==> src/rtl/div_pkg.sv <==
// Shared constants and result type for the divider result path.
package div_pkg;

    localparam int DIV_DW = 10;

    localparam logic [1:0] STAT_OK  = 2'b00;
    localparam logic [1:0] STAT_OVF = 2'b01;
    localparam logic [1:0] STAT_DVZ = 2'b10;

    localparam logic [DIV_DW-1:0] OVF_FILL = {DIV_DW{1'b1}};

    typedef struct packed {
        logic [DIV_DW-1:0] data;
        logic [1:0]        status;
    } div_result_t;

endpackage

==> src/rtl/div_result_buffer_if.sv <==
// Divider-side capture, consumer handshake and error-statistics signals of the result buffer.
interface div_result_buffer_if
    import div_pkg::*;
#(
    parameter int DW = DIV_DW,
    parameter int CW = 8
);
    logic          div_done;
    logic [DW-1:0] quotient;
    logic          ovf;
    logic          dvz;
    logic          hold;
    logic          res_valid;
    logic          res_ready;
    logic [DW-1:0] res_data;
    logic [1:0]    res_status;
    logic [CW-1:0] err_count;
    logic          overrun;
    logic          clr_err;

    // master drives the divider side and consumes results; slave is the buffer
    modport master (
        output div_done, quotient, ovf, dvz, res_ready, clr_err,
        input  hold, res_valid, res_data, res_status, err_count, overrun
    );

    modport slave (
        input  div_done, quotient, ovf, dvz, res_ready, clr_err,
        output hold, res_valid, res_data, res_status, err_count, overrun
    );
endinterface

==> src/rtl/res_fifo_core.sv <==
// First-word-fall-through storage: DEPTH entries of W bits, pointers plus occupancy count.
module res_fifo_core #(
    parameter int DEPTH = 4,
    parameter int W     = 12
) (
    input  logic         clk,
    input  logic         sclr_n,
    input  logic         i_push,
    input  logic         i_pop,
    input  logic [W-1:0] i_din,
    output logic [W-1:0] o_dout,
    output logic         o_full,
    output logic         o_empty
);
    localparam int AW = $clog2(DEPTH);

    logic [W-1:0] r_mem [DEPTH];
    logic [AW-1:0] r_wr_ptr;
    logic [AW-1:0] r_rd_ptr;
    logic [AW:0]   r_count;

    always_ff @(posedge clk or negedge sclr_n) begin
        if (!sclr_n) begin
            for (int i = 0; i < DEPTH; i++) begin
                r_mem[i] <= '0;
            end
        end else if (i_push) begin
            r_mem[r_wr_ptr] <= i_din;
        end
    end

    // Pointers wrap naturally since DEPTH is a power of two.
    always_ff @(posedge clk or negedge sclr_n) begin
        if (!sclr_n) begin
            r_wr_ptr <= '0;
            r_rd_ptr <= '0;
            r_count  <= '0;
        end else begin
            if (i_push) begin
                r_wr_ptr <= r_wr_ptr + AW'(1);
            end
            if (i_pop) begin
                r_rd_ptr <= r_rd_ptr + AW'(1);
            end
            case ({i_push, i_pop})
                2'b10:   r_count <= r_count + (AW+1)'(1);
                2'b01:   r_count <= r_count - (AW+1)'(1);
                default: r_count <= r_count;
            endcase
        end
    end

    assign o_dout  = r_mem[r_rd_ptr];
    assign o_full  = (r_count == (AW+1)'(DEPTH));
    assign o_empty = (r_count == '0);

endmodule

==> src/rtl/div_result_buffer.sv <==
// Captures divider results, encodes status, queues them for the consumer and keeps error statistics.
module div_result_buffer
    import div_pkg::*;
#(
    parameter int DEPTH = 4,
    parameter int DW    = DIV_DW,
    parameter int CW    = 8
) (
    input logic               clk,
    input logic               sclr_n,
    div_result_buffer_if.slave bus
);
    logic [DW-1:0]   w_enc_data;
    logic [1:0]      w_enc_stat;
    logic [DW+1:0]   w_fifo_dout;
    logic            w_full;
    logic            w_empty;
    logic            w_pop;
    logic            w_push;
    logic            w_drop;
    logic [CW-1:0]   w_err_next;
    logic            w_ovr_next;
    logic [CW-1:0]   r_err_count;
    logic            r_overrun;

    // dvz outranks ovf; inputs are don't-care outside a done pulse
    always_comb begin
        w_enc_data = '0;
        w_enc_stat = STAT_OK;
        if (bus.div_done) begin
            if (bus.dvz) begin
                w_enc_data = '0;
                w_enc_stat = STAT_DVZ;
            end else if (bus.ovf) begin
                w_enc_data = {DW{1'b1}};
                w_enc_stat = STAT_OVF;
            end else begin
                w_enc_data = bus.quotient;
                w_enc_stat = STAT_OK;
            end
        end
    end

    assign w_pop  = !w_empty && bus.res_ready;
    assign w_push = bus.div_done && (!w_full || w_pop);
    assign w_drop = bus.div_done && w_full && !w_pop;

    res_fifo_core #(
        .DEPTH (DEPTH),
        .W     (DW + 2)
    ) u_fifo (
        .clk     (clk),
        .sclr_n  (sclr_n),
        .i_push  (w_push),
        .i_pop   (w_pop),
        .i_din   ({w_enc_data, w_enc_stat}),
        .o_dout  (w_fifo_dout),
        .o_full  (w_full),
        .o_empty (w_empty)
    );

    // Clear is applied before the increment, so a clear plus error push lands on 1.
    always_comb begin
        w_err_next = bus.clr_err ? '0 : r_err_count;
        if (w_push && (w_enc_stat != STAT_OK) && (w_err_next != {CW{1'b1}})) begin
            w_err_next = w_err_next + CW'(1);
        end
        w_ovr_next = bus.clr_err ? 1'b0 : r_overrun;
        if (w_drop) begin
            w_ovr_next = 1'b1;
        end
    end

    always_ff @(posedge clk or negedge sclr_n) begin
        if (!sclr_n) begin
            r_err_count <= '0;
            r_overrun   <= 1'b0;
        end else begin
            r_err_count <= w_err_next;
            r_overrun   <= w_ovr_next;
        end
    end

    assign bus.res_valid  = !w_empty;
    assign bus.res_data   = w_empty ? '0 : w_fifo_dout[DW+1:2];
    assign bus.res_status = w_empty ? STAT_OK : w_fifo_dout[1:0];
    assign bus.hold       = w_full;
    assign bus.err_count  = r_err_count;
    assign bus.overrun    = r_overrun;

endmodule

==> src/flat_wrapper.sv <==
// flat-port wrapper written by rule: the top's interface ports become plain ports
module div_result_buffer_flat import div_pkg::*;
#(
    parameter int DEPTH = 4,
    parameter int DW    = DIV_DW,
    parameter int CW    = 8
)
  (clk, sclr_n, bus_div_done, bus_quotient, bus_ovf, bus_dvz, bus_res_ready, bus_clr_err, bus_hold, bus_res_valid, bus_res_data, bus_res_status, bus_err_count, bus_overrun);
  div_result_buffer_if #(.DW(DW), .CW(CW)) bus_i ();
  input logic clk;
  input logic sclr_n;
  input wire logic [$bits(bus_i.div_done)-1:0] bus_div_done;
  input wire logic [$bits(bus_i.quotient)-1:0] bus_quotient;
  input wire logic [$bits(bus_i.ovf)-1:0] bus_ovf;
  input wire logic [$bits(bus_i.dvz)-1:0] bus_dvz;
  input wire logic [$bits(bus_i.res_ready)-1:0] bus_res_ready;
  input wire logic [$bits(bus_i.clr_err)-1:0] bus_clr_err;
  output wire logic [$bits(bus_i.hold)-1:0] bus_hold;
  output wire logic [$bits(bus_i.res_valid)-1:0] bus_res_valid;
  output wire logic [$bits(bus_i.res_data)-1:0] bus_res_data;
  output wire logic [$bits(bus_i.res_status)-1:0] bus_res_status;
  output wire logic [$bits(bus_i.err_count)-1:0] bus_err_count;
  output wire logic [$bits(bus_i.overrun)-1:0] bus_overrun;
  assign bus_i.div_done = bus_div_done;
  assign bus_i.quotient = bus_quotient;
  assign bus_i.ovf = bus_ovf;
  assign bus_i.dvz = bus_dvz;
  assign bus_i.res_ready = bus_res_ready;
  assign bus_i.clr_err = bus_clr_err;
  assign bus_hold = bus_i.hold;
  assign bus_res_valid = bus_i.res_valid;
  assign bus_res_data = bus_i.res_data;
  assign bus_res_status = bus_i.res_status;
  assign bus_err_count = bus_i.err_count;
  assign bus_overrun = bus_i.overrun;
  div_result_buffer #(.DEPTH(DEPTH), .DW(DW), .CW(CW)) u_core (.clk(clk), .sclr_n(sclr_n), .bus(bus_i));
endmodule
==> config.mk <==
export PLATFORM = sky130hd
export DESIGN_NAME = div_result_buffer_flat
export DESIGN_NICKNAME = d
export VERILOG_FILES = /design/src/rtl/div_pkg.sv /design/src/rtl/div_result_buffer_if.sv /design/src/rtl/res_fifo_core.sv /design/src/rtl/div_result_buffer.sv /design/src/flat_wrapper.sv
export SDC_FILE = /design/constraint.sdc
export NUM_CORES = 1
export LEC_CHECK = 0
export ABC_AREA = 0
export BUFFER_PORTS_ARGS = -buffer_cell sky130_fd_sc_hd__clkbuf_2
export CORE_UTILIZATION = 58
export DETAILED_ROUTE_END_ITERATION = 10
export GPL_ROUTABILITY_DRIVEN = 0
export HOLD_SLACK_MARGIN = 0.1
export PLACE_DENSITY_LB_ADDON = 0.05
export SKIP_LAST_GASP = 1
export SLEW_MARGIN = 15
export SYNTH_ARGS = -nofsm -noshare
export SYNTH_HDL_FRONTEND = slang
export SYNTH_HIERARCHICAL = 1
export SYNTH_SLANG_ARGS = --single-unit
==> constraint.sdc <==
create_clock -name clk -period 3.3 [get_ports clk]
set_clock_uncertainty 0.05 [all_clocks]
set_input_delay 0.66 -clock clk [delete_from_list [all_inputs] [get_ports clk]]
set_output_delay 0.66 -clock clk [all_outputs]
set_load 0.03 [all_outputs]
# After elaboration in Yosys (flattened, before gate mapping)
# Index checks and enable logic that the tools add are counted.
classes:
  bitwise: 2
  reduce_logical: 15
  n_lt_le_gt_ge: 3
  n_eq_ne: 4
  add_sub_neg: 5
  muxes: 19
ops:
  columns: ["operator", "count"]
  rows:
  - ["48-bit bitwise mux", 1]
  - ["10-bit 2-to-1 mux", 4]
  - ["12-bit 2-to-1 mux", 3]
  - ["12-bit binary-select mux with 2-bit select", 1]
  - ["12-bit demux with 2-bit select", 1]
  - ["8-bit 2-to-1 mux", 2]
  - ["8-bit by 1-bit adder with 8-bit output (second input constant)", 1]
  - ["8-bit != test (second input constant)", 1]
  - ["1-bit logical AND", 7]
  - ["3-bit >= comparator (second input constant)", 2]
  - ["2-bit 2-to-1 mux", 3]
  - ["2-bit inverter with 3-bit output", 2]
  - ["3-bit one-hot mux with 2 select lines", 1]
  - ["2-bit nonzero test", 3]
  - ["2-bit by 1-bit adder with 2-bit output (second input constant)", 2]
  - ["3-bit by 1-bit adder with 3-bit output (second input constant)", 1]
  - ["3-bit equality test (second input constant)", 1]
  - ["1-bit logical NOT", 3]
  - ["3-bit logical NOT", 1]
  - ["3-bit by 1-bit < comparator with 1-bit output (second input constant)", 1]
  - ["1-bit 2-to-1 mux", 3]
  - ["3-bit by 1-bit subtractor with 3-bit output (second input constant)", 1]
  - ["2-bit by 1-bit equality test with 1-bit output (second input constant)", 1]
  - ["2-bit equality test (second input constant)", 1]
  - ["1-bit logical OR", 1]
word_totals:
  in_bits: 17
  output_inout_bits: 23
  wordCells: 57
  ff_bits: 64

# Depth between registers and ports, before layout
logic_depth:
  ltp_word: 8
  mapped_depth: 11
  depth_no_buf: 10

# Hierarchy
# Netlist, hierarchy kept.
modules_own_cells:
  columns: ["module", "n_inst", "cells_each", "area_each_um2", "seq_area_each_um2"]
  rows:
  - ["res_fifo_core", 1, 152, 2486.1, 1376.3]
  - ["div_result_buffer", 1, 96, 758.2, 225.2]

# Least setup slack after synthesis
# Ideal clock, no wire load.
synth_timing:
  path_type: "input-to-reg"
  start: "input port bus_clr_err"
  end: "register u_core.r_err_count[3] (netlist: u_core/bus.err_count[3])"
  setup_ns: 0.125
  t_arrival_ns: 2.259
  required_time_ns: 3.125
  slack_ns: 0.866
  cell_stages: 7
  n_path_buf: 1
  path_cell_list: "clkbuf_1 > nor2b_1 > ha_1 > nand3_1 > or4_4 > nand3_2 > mux2_4"
synth_between:
  elab_chain_cells: 4
  word_cells_on_any_way: 5
  classes_between: "1 x add/sub; 1 x eq/ne; 2 x mux; 1 x reduce/logical"
synth_rtl:
  columns: ["element", "line_no", "source"]
  rows:
  - ["from (decl)", "flat_wrapper.sv:17", "input wire logic [$bits(bus_i.clr_err)-1:0] bus_clr_err;"]
  - ["8-bit 2-to-1 mux *", "div_result_buffer.sv:64", "w_err_next = bus.clr_err ? '0 : r_err_count;"]
  - ["parallel branches: the longest is 2 deep, another holds 8-bit by 1-bit adder with 8-bit output", null, null]
  - ["8-bit 2-to-1 mux *", "div_result_buffer.sv:65", "if (w_push && (w_enc_stat != STAT_OK) && (w_err_next != {CW{1'b1}})) begin"]
  - ["via u_core.w_err_next[3]", "div_result_buffer.sv:21", "logic [CW-1:0] w_err_next;"]
  - ["to (signal assigned)", "div_result_buffer.sv:79", "r_err_count <= w_err_next;"]
  - ["to (decl)", "div_result_buffer.sv:23", "logic [CW-1:0] r_err_count;"]
# Mark *: on every way through the listed nets, which the timed path passes.
# A chain may end at the register's enable or synchronous reset.

# Worst setup path in the final report
layout_timing:
  start: "register u_core.u_fifo.r_rd_ptr[0]"
  end: "output port bus_res_data[5]"
layout_between:
  elab_chain_cells: 5
layout_rtl:
  columns: ["element", "line_no", "source"]
  rows:
  - ["from (decl)", "res_fifo_core.sv:19", "logic [AW-1:0] r_rd_ptr;"]
  - ["from (signal assigned)", "res_fifo_core.sv:43", "r_rd_ptr <= r_rd_ptr + AW'(1);"]
  - ["2-bit inverter with 3-bit output (not written as such)", "res_fifo_core.sv:53", "assign o_dout = r_mem[r_rd_ptr];"]
  - ["12-bit binary-select mux with 2-bit select", "res_fifo_core.sv:53", null]
  - ["12-bit 2-to-1 mux (not written as such) (2 in a row)", "res_fifo_core.sv:53", null]
  - ["via u_core.w_fifo_dout[7]", "div_result_buffer.sv:15", "logic [DW+1:0] w_fifo_dout;"]
  - ["10-bit 2-to-1 mux", "div_result_buffer.sv:85", "assign bus.res_data = w_empty ? '0 : w_fifo_dout[DW+1:2];"]
  - ["to (decl)", "flat_wrapper.sv:20", "output wire logic [$bits(bus_i.res_data)-1:0] bus_res_data;"]
# The timed path passes the listed nets, and every way through them passes these cells. The select of a mux whose other input is x is not followed.

==> run metrics <==
status=completed; largest family of logic cells by synthesized area=multiplexers; Worst Path Arrival=approximately 2.2 ns; worst hold slack=0.151 ns; initial antenna violation count=0; first-pass GRT wire length=9960 µm; overall die width=76.8 µm; multiplexer share of the synthesized area=between 20 and 30%; flop and latch count out of synthesis=64; Cell variety after synth=34; Syn Inst Count=around 250; IO buf count=39; Post-Syn Nets=~270; Pins Over Slew Limit=0; post-layout minimum cycle time=2.91 ns; fin util=a little over two thirds; Synth area leader=dfrtp_1; residual DRC count=0; Post-synth EDFFs=0; CTS sink count=64; final antenna-violating net count=0; simple-gate portion of the synthesized area=about an eighth; slew of the pin with the lowest slew margin=roughly 0.88 ns; Final nets=about 310; commonest register cell after synthesis=dfrtp_1; Area growth syn-to-layout=12.6%; H-tree lvl count=3; DR pass1 iterations=4; die area=approximately 0.0059 mm²; Sw Ratio=a little over a third; Final Hold Viols=0; pwr dens=894 mW/mm²; area share of the largest cell type after synthesis=approximately half; post-synthesis average cell area=roughly 13 µm²; Max Fanout on Critical Path=14; area of the multi-input gates=~0.0015 mm²; number of buffers created by CTS=9; post-CTS resize count=0; Max Cap Violations=0; register area share after synthesis=around half; Post-Syn Area=approximately 0.0032 mm²; required time of the worst setup path=approximately 2.6 ns; RSZ-0062 raised after global routing=false; ranking of synthesized cells by area=dfrtp_1, mux2_2, mux4_2; share of cells above drive strength 1=41.3%; Register Area=~0.0016 mm²; drt total wl=6060 µm; Initial Util=between 60 and 70%; Slew HR=~41%; Root Driver=clkbuf_8; synthesized-area fraction occupied by adder cells=between 2 and 3%; Peak VDD IR=0.471 mV; Setup crit start kind=register; min setup slack post-route=just under 0.4 ns; largest net degree at the start of global routing=34; compound-cell area share of the yosys netlist=1.97%; leak pwr=around 1.9 nW; HPWL Detailed=around 4000 µm; Routed WL per cell=~17 µm; pre-CTS setup slack=0.419 ns; Reg clk slew, reported paths=about 0.07 ns; fin crit share=roughly nine tenths; Switch Pwr=about 1.2 mW; power share of the clock group=just under 20%; drt initial violations=between 100 and 150; via count=between 1500 and 2000; asr flop ratio synth=100%; vias per std cell=about 5.5; # IOs=40; CTS tree=built; Bufs on Longest Clock Path=2; fmax=between 0.3 and 0.4 GHz; dpl cells=between 300 and 400; post-synthesis xor/xnor area fraction=under 10%; setup TNS=0 ns; ANT cells=0; GRT overflow=0; sequential power share=about two fifths; Site Rows=26; overall die height=76.8 µm; Setup Buffers After CTS=0; Fill cells=about 380; All-Layer GR Usage=between 20% and 30%; worst hold path type=in2async; Non-Filler Instances=between 300 and 400; Pint=between 2 and 2.5 mW; synth warn=6; clk_lat worst skew=about 0.33 ns; setup violators final=0; CTS Hold Buffers Added=0; core box area=between 0.005 and 0.006 mm²; vias in the first global route=slightly below 2000; endpoint class of the critical path=primary output; Comb pwr share=39.9%; critical path class=reg2out
==> cells in the final DEF (no fill, tap or decap), drive strengths merged, types with 4 or more instances in the layout <==
master  instances
nand2           9
nor2           28
ha              6
nor2b          18
mux4           12
xor2            4
dfrtp          64
nand3           7
xnor2           5
mux2           51
inv            11
clkbuf         51
==> final cells by class <==
type,instances,share of cell area [%]
clock inverter,3,1.16
multi-input combinational,161,41.5
clock buffer,12,3.97
inverter,11,1.13
tap,70,2.40
sequential,64,43.8
timing repair buffer,42,5.96
==> logic make-up (layout without fill, tap and decap cells) <==
group,Yosys count,count (layout)
simple gates,72,72
mux,65,65
flops,64,64
buf+inv,23,68
xor+xnor,9,9
compound gates,8,8
fa+ha+maj,7,7
==> flip-flops by register name, summed over array words and instances, names as in the netlist <==
| register | flops |
|---|---|
| u_core/bus.err_count | 8 |
| u_core/bus.overrun | 1 |
| u_core/u_fifo/r_count | 3 |
| u_core/u_fifo/r_mem | 48 |
| u_core/u_fifo/r_rd_ptr | 2 |
| u_core/u_fifo/r_wr_ptr | 2 |
==> power groups by stage <==
| stage | sequential [mW] | combinational [mW] | clock (mW) |
|---|---|---|---|
| after detailed placement | 1.33 | 1.31 | 0 |
| after global routing | 1.36 | 1.40 | 0.687 |
| after CTS | 1.31 | 1.31 | 0.667 |
| after floorplan | 1.22 | 1.13 | 0 |
| final | 1.31 | 1.30 | 0.651 |
| after global placement | 1.32 | 1.28 | 0 |
==> stage by stage <==
stage | total power, mW | area (µm²)
6_report | 3.27 | 3650
5_1_grt | 3.45 | 3650
4_1_cts | 3.29 | 3650
3_5_place_dp | 2.63 | 3470
3_3_place_gp | 2.60 | 3470
2_1_floorplan | 2.35 | 3240
==> final timing paths <==
path,start,end,slack (ns),cells after the start
min,sclr_n,u_core/u_fifo/r_count[1],0.15,1
min reg2reg,u_core/u_fifo/r_mem[22],u_core/u_fifo/r_mem[22],0.45,1
max,u_core/u_fifo/r_rd_ptr[0],bus_res_data[5],0.39,3
max in group asynchronous,sclr_n,u_core/u_fifo/r_mem[3],2.32,2
max reg2reg,u_core/u_fifo/r_count[0],u_core/u_fifo/r_mem[32],0.55,5
min in group clk,u_core/u_fifo/r_mem[22],u_core/u_fifo/r_mem[22],0.45,1
==> cells in the mapped netlist (2+ instances only) <==
cell type and number:
nand3_1 5, inv_1 11, mux2_4 3, nand2b_1 3
xor2_1 4, buf_4 5, nor2b_1 18, mux4_2 8
nand2_1 8, nor2_1 28, mux4_1 4, dfrtp_1 64
clkbuf_1 4, xnor2_1 5, mux2_2 48, ha_1 6
o21ai_0 3, and3_1 3, nand3_2 2, mux2i_1 2
==> metal layers <==
layer | GRT usage (%) | vias to the layer above | share of wire, % | wire length, µm
li1 | - | 938 | - | -
met1 | 32.2 | 992 | 48 | 2940
met2 | 34.3 | 41 | 47 | 2820
met3 | 3.81 | 14 | 3.2 | 193
met4 | 9.81 | 0 | 1.8 | 106
met5 | 0 | - | 0 | 0
==> critical path, stage by stage (launching register included) <==
cell and delay [ns]:
dfrtp_1 0.90, mux4_1 0.64, nor2b_1 0.15, clkbuf_2 0.18
(Power assumes the default switching activity.)
